$ cat src/rtl/seq_operator_pkg.sv
// Shared opcode/state types and the single-cycle operator evaluator for the
// sequential operator unit.
package seq_operator_pkg;

    // Widest operand the single-cycle evaluator is built for; instances use
    // the low WIDTH bits of it.
    localparam int MAX_WIDTH = 128;
    localparam int IDX_W     = $clog2(MAX_WIDTH);

    localparam logic [MAX_WIDTH-1:0] MAX_ONE  = {{(MAX_WIDTH-1){1'b0}}, 1'b1};
    localparam logic [MAX_WIDTH-1:0] MAX_ZERO = {MAX_WIDTH{1'b0}};
    localparam logic [MAX_WIDTH-1:0] MAX_ONES = {MAX_WIDTH{1'b1}};

    typedef enum logic [3:0] {
        OP_ADD  = 4'd0,
        OP_SUB  = 4'd1,
        OP_MUL  = 4'd2,
        OP_DIV  = 4'd3,
        OP_MOD  = 4'd4,
        OP_AND  = 4'd5,
        OP_OR   = 4'd6,
        OP_XOR  = 4'd7,
        OP_XNOR = 4'd8,
        OP_SHL  = 4'd9,
        OP_SHR  = 4'd10,
        OP_ASHR = 4'd11,
        OP_RAND = 4'd12,
        OP_ROR  = 4'd13,
        OP_RXOR = 4'd14,
        OP_LT   = 4'd15
    } op_e;

    typedef enum logic [1:0] {
        ST_IDLE   = 2'd0,
        ST_DIVIDE = 2'd1,
        ST_FIXUP  = 2'd2,
        ST_DONE   = 2'd3
    } state_e;

    // Evaluate every operator except DIV/MOD on zero-extended operands of
    // 'width' significant bits. The result is masked to 'width' bits.
    function automatic logic [MAX_WIDTH-1:0] eval_op(
        input op_e                  op,
        input logic                 sgn,
        input logic [MAX_WIDTH-1:0] a,
        input logic [MAX_WIDTH-1:0] b,
        input int unsigned          width
    );
        logic [MAX_WIDTH-1:0] mask;
        logic [MAX_WIDTH-1:0] res;
        logic [IDX_W-1:0]     msb_idx;
        logic                 a_msb;
        logic                 b_msb;
        logic                 fill;
        logic                 lt;
        logic                 big_shift;

        msb_idx = IDX_W'(width - 32'd1);
        if (width >= MAX_WIDTH) begin
            mask = MAX_ONES;
        end else begin
            mask = (MAX_ONE << width) - MAX_ONE;
        end
        a_msb     = a[msb_idx];
        b_msb     = b[msb_idx];
        fill      = sgn & a_msb;
        big_shift = (b >= MAX_WIDTH'(width));
        // Signed compare: differing sign bits decide directly.
        if (sgn && (a_msb != b_msb)) begin
            lt = a_msb;
        end else begin
            lt = (a < b);
        end

        case (op)
            OP_ADD:  res = a + b;
            OP_SUB:  res = a - b;
            OP_MUL:  res = a * b;
            OP_AND:  res = a & b;
            OP_OR:   res = a | b;
            OP_XOR:  res = a ^ b;
            OP_XNOR: res = ~(a ^ b);
            OP_SHL:  res = big_shift ? MAX_ZERO : (a << b);
            OP_SHR:  res = big_shift ? MAX_ZERO : (a >> b);
            OP_ASHR: begin
                if (big_shift) begin
                    res = fill ? mask : MAX_ZERO;
                end else begin
                    res = (a >> b) | (fill ? (mask & ~(mask >> b)) : MAX_ZERO);
                end
            end
            OP_RAND: res = {{(MAX_WIDTH-1){1'b0}}, (a == mask)};
            OP_ROR:  res = {{(MAX_WIDTH-1){1'b0}}, (a != MAX_ZERO)};
            OP_RXOR: res = {{(MAX_WIDTH-1){1'b0}}, ^a};
            OP_LT:   res = {{(MAX_WIDTH-1){1'b0}}, lt};
            default: res = MAX_ZERO;
        endcase
        return res & mask;
    endfunction

endpackage

$ cat src/rtl/seq_operator_checker.sv
// Protocol properties of the operator unit's result channel.
module seq_operator_checker
    import seq_operator_pkg::*;
#(
    parameter int WIDTH = 32
) (
    input logic             clk,
    input logic             rst,
    input state_e           state,
    input logic             out_valid,
    input logic             out_ready,
    input logic [WIDTH-1:0] result
);

    // A presented result must not change until the consumer takes it.
    a_result_stable: assert property (@(posedge clk) disable iff (rst)
        (out_valid && !out_ready) |=> $stable(result));

    // An idle unit never claims to hold a result.
    a_no_valid_in_idle: assert property (@(posedge clk) disable iff (rst)
        (state == ST_IDLE) |-> !out_valid);

endmodule

$ cat src/rtl/seq_operator_serial_divider.sv
// Restoring serial divider on unsigned magnitudes: one quotient bit per
// cycle, WIDTH cycles per division. Sign handling is left to the caller.
module serial_divider #(
    parameter int WIDTH = 32
) (
    input  logic             clk,
    input  logic             rst,
    input  logic             i_start,
    input  logic [WIDTH-1:0] i_dividend,
    input  logic [WIDTH-1:0] i_divisor,
    output logic             o_last,
    output logic [WIDTH-1:0] o_quotient,
    output logic [WIDTH-1:0] o_remainder
);

    localparam int CW = (WIDTH > 2) ? $clog2(WIDTH) : 1;

    logic             r_busy;
    logic [CW-1:0]    r_cnt;
    logic [WIDTH-1:0] r_quo;
    logic [WIDTH-1:0] r_rem;
    logic [WIDTH-1:0] r_dvs;

    logic [WIDTH:0]   w_shift;
    logic [WIDTH:0]   w_diff;
    logic             w_fits;

    // The partial remainder stays below the divisor, so WIDTH+1 bits hold
    // the shifted value and the trial subtraction without overflow.
    assign w_shift = {r_rem, r_quo[WIDTH-1]};
    assign w_diff  = w_shift - {1'b0, r_dvs};
    assign w_fits  = ~w_diff[WIDTH];

    // Load on start, then shift in one quotient bit per cycle until the counter expires.
    always_ff @(posedge clk or posedge rst) begin
        if (rst) begin
            r_busy <= 1'b0;
            r_cnt  <= {CW{1'b0}};
            r_quo  <= {WIDTH{1'b0}};
            r_rem  <= {WIDTH{1'b0}};
            r_dvs  <= {WIDTH{1'b0}};
        end else if (i_start) begin
            r_busy <= 1'b1;
            r_cnt  <= CW'(WIDTH - 1);
            r_quo  <= i_dividend;
            r_rem  <= {WIDTH{1'b0}};
            r_dvs  <= i_divisor;
        end else if (r_busy) begin
            r_quo  <= {r_quo[WIDTH-2:0], w_fits};
            r_rem  <= w_fits ? w_diff[WIDTH-1:0] : w_shift[WIDTH-1:0];
            r_cnt  <= r_cnt - {{(CW-1){1'b0}}, 1'b1};
            r_busy <= (r_cnt != {CW{1'b0}});
        end else begin
            r_busy <= r_busy;
        end
    end

    assign o_last      = r_busy & (r_cnt == {CW{1'b0}});
    assign o_quotient  = r_quo;
    assign o_remainder = r_rem;

endmodule

$ cat src/rtl/seq_operator_unit.sv
// Handshaked operator engine: single-cycle operators plus an iterative
// signed/unsigned divider for DIV and MOD.
module seq_operator_unit
    import seq_operator_pkg::*;
#(
    parameter int WIDTH = 32
) (
    input  logic             clk,
    input  logic             rst,
    input  logic             in_valid,
    output logic             in_ready,
    input  logic [3:0]       op,
    input  logic             is_signed,
    input  logic [WIDTH-1:0] a,
    input  logic [WIDTH-1:0] b,
    output logic             out_valid,
    input  logic             out_ready,
    output logic [WIDTH-1:0] result,
    output logic             div_by_zero
);

    localparam logic [WIDTH-1:0] ONE_W  = {{(WIDTH-1){1'b0}}, 1'b1};
    localparam logic [WIDTH-1:0] ZERO_W = {WIDTH{1'b0}};
    localparam logic [WIDTH-1:0] ONES_W = {WIDTH{1'b1}};

    state_e           r_state;
    state_e           w_next_state;
    op_e              r_op;
    logic             r_signed;
    logic [WIDTH-1:0] r_a;
    logic [WIDTH-1:0] r_b;
    logic             r_neg_q;
    logic             r_neg_r;
    logic [WIDTH-1:0] r_result;
    logic             r_dbz;

    logic             w_accept;
    logic             w_is_div_in;
    logic             w_div_start;
    logic             w_a_neg;
    logic             w_b_neg;
    logic [WIDTH-1:0] w_a_mag;
    logic [WIDTH-1:0] w_b_mag;
    logic             w_div_last;
    logic [WIDTH-1:0] w_div_quo;
    logic [WIDTH-1:0] w_div_rem;
    logic [WIDTH-1:0] w_eval;
    logic [WIDTH-1:0] w_fix_result;
    logic             w_fix_dbz;

    assign w_accept    = in_valid & (r_state == ST_IDLE);
    assign w_is_div_in = (op == OP_DIV) | (op == OP_MOD);
    assign w_div_start = w_accept & w_is_div_in & (b != ZERO_W);

    // Magnitudes feed the divider straight from the accepted operands.
    assign w_a_neg = is_signed & a[WIDTH-1];
    assign w_b_neg = is_signed & b[WIDTH-1];
    assign w_a_mag = w_a_neg ? ((~a) + ONE_W) : a;
    assign w_b_mag = w_b_neg ? ((~b) + ONE_W) : b;

    serial_divider #(
        .WIDTH (WIDTH)
    ) u_divider (
        .clk         (clk),
        .rst         (rst),
        .i_start     (w_div_start),
        .i_dividend  (w_a_mag),
        .i_divisor   (w_b_mag),
        .o_last      (w_div_last),
        .o_quotient  (w_div_quo),
        .o_remainder (w_div_rem)
    );

    assign w_eval = WIDTH'(eval_op(r_op, r_signed, MAX_WIDTH'(r_a), MAX_WIDTH'(r_b), WIDTH));

    // Select the value latched in FIXUP: sign-corrected divider output,
    // the divide-by-zero convention, or the single-cycle operator result.
    always_comb begin
        w_fix_result = ZERO_W;
        w_fix_dbz    = 1'b0;
        if ((r_op == OP_DIV) || (r_op == OP_MOD)) begin
            if (r_b == ZERO_W) begin
                w_fix_dbz    = 1'b1;
                w_fix_result = (r_op == OP_DIV) ? ONES_W : r_a;
            end else if (r_op == OP_DIV) begin
                w_fix_result = r_neg_q ? ((~w_div_quo) + ONE_W) : w_div_quo;
            end else begin
                w_fix_result = r_neg_r ? ((~w_div_rem) + ONE_W) : w_div_rem;
            end
        end else begin
            w_fix_result = w_eval;
        end
    end

    // Next-state logic of the control FSM.
    always_comb begin
        w_next_state = r_state;
        case (r_state)
            ST_IDLE: begin
                if (w_div_start) begin
                    w_next_state = ST_DIVIDE;
                end else if (w_accept) begin
                    w_next_state = ST_FIXUP;
                end else begin
                    w_next_state = ST_IDLE;
                end
            end
            ST_DIVIDE: begin
                if (w_div_last) begin
                    w_next_state = ST_FIXUP;
                end else begin
                    w_next_state = ST_DIVIDE;
                end
            end
            ST_FIXUP: w_next_state = ST_DONE;
            ST_DONE: begin
                if (out_ready) begin
                    w_next_state = ST_IDLE;
                end else begin
                    w_next_state = ST_DONE;
                end
            end
            default: w_next_state = ST_IDLE;
        endcase
    end

    // State register of the control FSM.
    always_ff @(posedge clk or posedge rst) begin
        if (rst) begin
            r_state <= ST_IDLE;
        end else begin
            r_state <= w_next_state;
        end
    end

    // Capture the operation on acceptance so later input changes are ignored.
    always_ff @(posedge clk or posedge rst) begin
        if (rst) begin
            r_op     <= OP_ADD;
            r_signed <= 1'b0;
            r_a      <= ZERO_W;
            r_b      <= ZERO_W;
            r_neg_q  <= 1'b0;
            r_neg_r  <= 1'b0;
        end else if (w_accept) begin
            r_op     <= op_e'(op);
            r_signed <= is_signed;
            r_a      <= a;
            r_b      <= b;
            r_neg_q  <= w_a_neg ^ w_b_neg;
            r_neg_r  <= w_a_neg;
        end else begin
            r_op     <= r_op;
        end
    end

    // Latch the final result once, in FIXUP, and hold it through DONE.
    always_ff @(posedge clk or posedge rst) begin
        if (rst) begin
            r_result <= ZERO_W;
            r_dbz    <= 1'b0;
        end else if (r_state == ST_FIXUP) begin
            r_result <= w_fix_result;
            r_dbz    <= w_fix_dbz;
        end else begin
            r_result <= r_result;
        end
    end

    assign in_ready    = (r_state == ST_IDLE);
    assign out_valid   = (r_state == ST_DONE);
    assign result      = r_result;
    assign div_by_zero = r_dbz;

    seq_operator_checker #(
        .WIDTH (WIDTH)
    ) u_checker (
        .clk       (clk),
        .rst       (rst),
        .state     (r_state),
        .out_valid (out_valid),
        .out_ready (out_ready),
        .result    (r_result)
    );

endmodule

$ cat config.mk
export PLATFORM = sky130hd
export DESIGN_NAME = seq_operator_unit
export DESIGN_NICKNAME = d
export VERILOG_FILES = /design/src/rtl/seq_operator_pkg.sv /design/src/rtl/seq_operator_checker.sv /design/src/rtl/seq_operator_serial_divider.sv /design/src/rtl/seq_operator_unit.sv
export SDC_FILE = /design/constraint.sdc
export NUM_CORES = 2
export LEC_CHECK = 0
export ABC_AREA = 1
export CAP_MARGIN = 15
export CELL_PAD_IN_SITES_DETAIL_PLACEMENT = 2
export CELL_PAD_IN_SITES_GLOBAL_PLACEMENT = 2
export CORE_MARGIN = 5
export CORE_UTILIZATION = 37
export DETAILED_ROUTE_END_ITERATION = 8
export GPL_TIMING_DRIVEN = 0
export PLACE_DENSITY = 0.81
export SYNTH_ARGS = -nofsm -noshare
export SYNTH_HDL_FRONTEND = slang
export SYNTH_SLANG_ARGS = --single-unit
$ cat constraint.sdc
create_clock -name clk -period 9.8 [get_ports clk]
set_clock_uncertainty 0.1 [all_clocks]
set_input_delay 0.98 -clock clk [delete_from_list [all_inputs] [get_ports clk]]
set_output_delay 0.98 -clock clk [all_outputs]
set_load 0.05 [all_outputs]
# After elaboration in Yosys (flattened, before gate mapping)
# Index checks and enable logic that the tools add are counted.
word_totals:
  out_inout_bits: 35
  in_bits: 73
  elab_cells: 112
  reg_bits: 208
op_classes:
  bitwise_logic: 20
  add_sub_neg: 8
  muxes: 31
  magnitude_cmp: 2
  shift: 3
  multipliers: 1
  n_reduce_logical: 11
  eq_ne: 22
ops:
  columns: ["op", "count"]
  rows:
  - ["2-to-1 mux 32 bit", 18]
  - ["one-hot mux 32 bit (14 select lines)", 1]
  - ["NOT 32 bit", 6]
  - ["adder 32 x 1 -> 32 bit (second input constant)", 4]
  - ["XOR reduction 128 bit", 1]
  - ["OR 32 bit", 2]
  - ["nonzero test 32 bit", 2]
  - ["subtractor 33 x 32 -> 33 bit", 1]
  - ["adder 32 bit", 1]
  - ["AND 32 bit", 1]
  - ["equality test 32 bit (second input constant)", 1]
  - ["equality test 4 bit (second input constant)", 8]
  - ["greater-or-equal comparator 32 x 6 -> 1 bit (second input constant)", 1]
  - ["logical NOT 32 bit", 1]
  - ["less-than comparator 32 bit", 1]
  - ["multiplier 32 x 32 -> 32 bit", 1]
  - ["<< shifter 32 x 32 -> 32 bit", 1]
  - [">> shifter 32 x 32 -> 32 bit", 1]
  - [">> shifter 32 x 32 -> 32 bit (first input constant)", 1]
  - ["subtractor 32 bit", 1]
  - ["XOR 32 bit", 1]
  - ["equality test 4 x 3 -> 1 bit (second input constant)", 5]
  - ["equality test 4 x 2 -> 1 bit (second input constant)", 3]
  - ["2-to-1 mux 5 bit", 2]
  - ["other kinds (19)", 33]

# Logic depth before layout (Yosys ltp)
logic_depth:
  ltp_word: 7
  ltp_mapped: 37
  ltp_nobuf: 34

# Cells and area by module
# From an unflattened synthesis, not the netlist that was laid out.
hier_totals:
  cells_unflattened: 6570
  area_unflattened_um2: 42268.0
modules_own_cells:
  columns: ["module", "n_inst", "area_per_inst_um2", "cells_per_inst"]
  rows:
  - ["seq_operator_unit", 1, 35191.3, 5498]
  - ["serial_divider", 1, 7076.8, 1072]

# Worst setup path before layout
# OpenSTA, ideal clock, no wires.
synth_path:
  path_kind: "register to register"
  from: "reg r_b[2]"
  to: "reg r_result[30] (netlist: result[30])"
  required_time_ps: 9578
  path_stages_with_launch: 27
  setup_slack_ps: 2477
  path_buffers: 5
  setup_time_ps: 122
  arrival_time_ps: 7101
  path_cell_list: "dfrtp_1 > clkbuf_1 > buf_2 > clkbuf_1 > buf_1 > buf_1 > nand2_1 > fa_1 > inv_1 > fa_1 > inv_1 > fa_1 > fa_1 > inv_1 > fa_1 > fa_1 > fa_1 > fa_1 > ha_1 > a21oi_1 > o21ai_0 > a221oi_1 > nand3_1 > nand3_1 > nand4_1 > nor2_1 > nor2_1"
synth_via:
  elab_chain_cells: 7
  elab_cells_between_ends: 17
  cone_classes: "add/sub: 2; mul: 1; order compare: 1; shift: 3; mux: 7; bitwise: 2; reduce/logical: 1"
synth_lines:
  columns: ["element", "line_no", "rtl"]
  rows:
  - ["from (decl)", "seq_operator_unit.sv:31", "logic [WIDTH-1:0] r_b;"]
  - ["from (signal assigned)", "seq_operator_unit.sv:142", "r_b <= ZERO_W;"]
  - ["from (signal assigned)", "seq_operator_unit.sv:149", "r_b <= b;"]
  - ["parallel branches: the longest is 6 deep, another holds multiplier 32 x 32 -> 32 bit", null, null]
  - ["2-to-1 mux 32 bit (*)", "seq_operator_unit.sv:81", "if ((r_op == OP_DIV) || (r_op == OP_MOD)) begin"]
  - ["to (signal assigned)", "seq_operator_unit.sv:163", "r_result <= w_fix_result;"]
  - ["to (signal assigned)", "seq_operator_unit.sv:166", "r_result <= r_result;"]
  - ["to (decl)", "seq_operator_unit.sv:34", "logic [WIDTH-1:0] r_result;"]
# Mark *: on every way between the ends.
# A chain may end at the register's enable or synchronous reset.

# Worst setup path after layout
layout_path:
  from: "reg r_a[7]"
  to: "reg r_result[20] (netlist: result[20])"
layout_via:
  elab_chain_cells: 5
  elab_cells_between_ends: 11
  cone_classes: "add/sub: 2; mul: 1; shift: 2; mux: 5; bitwise: 1"
layout_lines:
  columns: ["element", "line_no", "rtl"]
  rows:
  - ["from (decl)", "seq_operator_unit.sv:30", "logic [WIDTH-1:0] r_a;"]
  - ["from (signal assigned)", "seq_operator_unit.sv:141", "r_a <= ZERO_W;"]
  - ["from (signal assigned)", "seq_operator_unit.sv:148", "r_a <= a;"]
  - ["parallel branches: the longest is 3 deep, another holds multiplier 32 x 32 -> 32 bit", null, null]
  - ["one-hot mux 32 bit (14 select lines) (*)", "seq_operator_pkg.sv:75", "case (op)"]
  - ["2-to-1 mux 32 bit (*)", "seq_operator_unit.sv:81", null]
# Marks and branches as above.

==> flow_summary.json <==
{
  "max_freq_mhz": 97.1,
  "fin_area_um2": 45400,
  "groute.usage.overall_pct": 50.1,
  "synth_ff_type": "dfrtp_1",
  "path_clk_slew_ns": 0.06,
  "die_h_um": 344,
  "rsz0062_at_grt": "yes",
  "synth.distinct_cells": 64,
  "syn-num-nets": 7062,
  "via_count": 50763,
  "yosysSeqAreaShare_pct": 12.6,
  "worstPathMaxFanout": 10,
  "wl_mm": 300,
  "viasPerCell": 6.38,
  "layout.nets": 7207,
  "worst_r2r_path_depth": 25,
  "fp.dieArea_um2": 118000,
  "clockBufferDepth": 3,
  "hold_viol": 0,
  "h-tree-depth": 1,
  "cp-start-kind": "register",
  "routedWlPerCell_um": 37.7,
  "critPathRequiredTime_ns": 10.19,
  "overflow": 0,
  "io_buffers": 107,
  "min_period_ns": 10.30,
  "status": "complete, but fails checks",
  "yosys.area.top_type": "fa_1",
  "violations": "design-rule violations, max-capacitance violations, max-slew violations, negative setup slack",
  "core_area_um2": 111000,
  "drc": 41,
  "worst_setup_path_end_kind": "register",
  "ant_nets": 0,
  "dr.first_iter.drc_count": 6097,
  "cts_tree": "yes",
  "cts_num_sinks": 208,
  "grt_max_degree": 117,
  "netlist_area_um2": 41200,
  "worstMarginPinSlew_ns": 1.49,
  "synth_edf_count": 0,
  "max-cap-violations": 1,
  "worstSkewPairLatency_ns": 0.63,
  "crit_arrival_ns": 10.68,
  "cts_made_buffers": 26,
  "syn-mean-instance-area_um2": 6.56,
  "clock-root-buffer": "clkbuf_16",
  "ys_seq_elements": 208,
  "yosysTopAreaCellShare_pct": 20.0,
  "setup_viol": 8,
  "placed_area_um2": 44300,
  "synth_most_common_cell": "nand2_1",
  "syn2layout_area_growth_pct": 10.1,
  "grt_pass1_wl_mm": 416,
  "ios": 108,
  "whs_path_depth": 2,
  "synthArstFlopShare_pct": 100,
  "hold_class": "reg2reg",
  "drt-pass1-iter-count": 9,
  "cts_hold_buffers": 0,
  "reg2reg_slack_ns": -0.50,
  "antenna_found_initial": 43,
  "synthTopCellsByCount": "nand2_1, inv_1, o21ai_0, fa_1, nor2_1",
  "setup_tns_ns": -1.49,
  "post_cts_buffers": 0,
  "ys_warn_count": 0,
  "path_class": "reg2reg",
  "post-place-ws_ns": -1.37,
  "grt_pass1_vias": 54026,
  "initial_utilization_pct": 37.3,
  "post-route-util_pct": 41.0,
  "min_period_over_period_pct": 105,
  "maxSlewViolCount": 1,
  "synth_area_leaders": "fa_1, nand2_1, dfrtp_1",
  "max_slew_margin_pct": -0.347,
  "setup_ws_ns": -0.497,
  "rows": 122,
  "layout-drive-gt1-share_pct": 4.29,
  "syn_inst": 6290,
  "gp_congestion": 1.05,
  "dieWidth_um": 344,
  "dp.final_hpwl_mm": 237
}
[registers in the layout, summed over array words and instances (netlist names)]
| name | flops |
|---|---|
| u_divider.r_busy | 1 |
| u_divider.o_remainder | 32 |
| r_neg_q | 1 |
| u_divider.r_dvs | 32 |
| result | 32 |
| r_a | 32 |
| r_op | 4 |
| div_by_zero | 1 |
| r_neg_r | 1 |
| r_b | 32 |
| r_signed | 1 |
| u_divider.o_quotient | 32 |
| u_divider.r_cnt | 5 |
| r_state | 2 |
[worst paths after layout]
check | startpoint | to
max in group asynchronous | rst | result[0]
min in group asynchronous | rst | u_divider.r_dvs[16]
min reg2reg | result[25] | result[25]
max | r_a[7] | result[20]
min | result[25] | result[25]
max reg2reg | r_a[7] | result[20]
[layer usage]
metal  global-route usage, %  wire length, um
met1                    55.9           107000
met5                    4.33              544
met3                    22.4            35600
met2                    72.6           123000
met4                    42.3            33300
[worst max-delay path, stage by stage, from the launching register on]
cell and delay, ns:
dfrtp_1 0.60, buf_2 0.58, clkbuf_2 0.54, nand2_1 0.10, inv_1 0.56, fa_1 0.63, fa_1 0.49, fa_1 0.56
inv_1 0.06, fa_1 0.49, inv_1 0.05, ha_1 0.30, ha_1 0.32, fa_1 0.42, fa_1 0.87, ha_1 0.44
a21oi_1 0.39, o21ai_0 0.24, a21oi_1 0.19, nand2_1 0.12, a31oi_1 0.15, inv_1 0.08, o21ai_0 1.00, nand4_1 0.38
nor2_1 0.35, nor2_1 0.07
[cells by family after synthesis]
family          Yosys count  share of synthesized area [%]
xor+xnor                136                           2.89
compound gates         1021                           14.1
buf+inv                1486                           13.9
flops                   208                           12.6
fa+ha+maj               699                           28.7
simple gates           2739                           27.8
mux                       1                         0.0243
[per-stage QoR]
stage | hold WS [ns] | instances
2_1_floorplan | 0.353 | 6290
3_3_place_gp | 0.368 | 7885
4_1_cts | 0.396 | 7931
5_1_grt | 0.429 | 7943
6_report | 0.396 | 7962
3_5_place_dp | 0.380 | 7891
[repair_timing]
| item | in CTS | in global routing |
|---|---|---|
| gates resized for setup | 15 | 107 |
| endpoints found under the setup margin | 19 | 16 |
| gates cloned | 0 | 0 |
| endpoints found under the hold margin | 0 | 0 |
[layout make-up]
class	instances	area, um2
Fill cell	13623	65200
Multi-Input combinational cell	4596	30400
Sequential cell	208	5210
Inverter	1189	4490
Tap cell	1488	1860
Buffer	290	1320
Timing Repair Buffer	124	1300
Clock buffer	31	669
Clock inverter	15	165
Antenna cell	21	52.6
[cell usage in the layout (no fill, tap or decap), drive strengths merged, types with 16 or more instances in the layout]
cell / n
xor2: 89
diode: 21
dfrtp: 208
clkinv: 18
nor3: 64
nor4: 23
ha: 288
o22ai: 36
xnor2: 47
nand4: 88
o21ai: 471
a211oi: 16
or2: 21
o211ai: 52
o21bai: 21
nor2: 422
o221ai: 33
nand2: 1708
inv: 1177
a21oi: 298
buf: 109
nand3: 397
clkdlybuf4s50: 107
fa: 411
clkbuf: 229
Power is left out: the tool's default activity adds up to more than one toggle a clock period on the data nets, which glitch-free logic cannot reach.
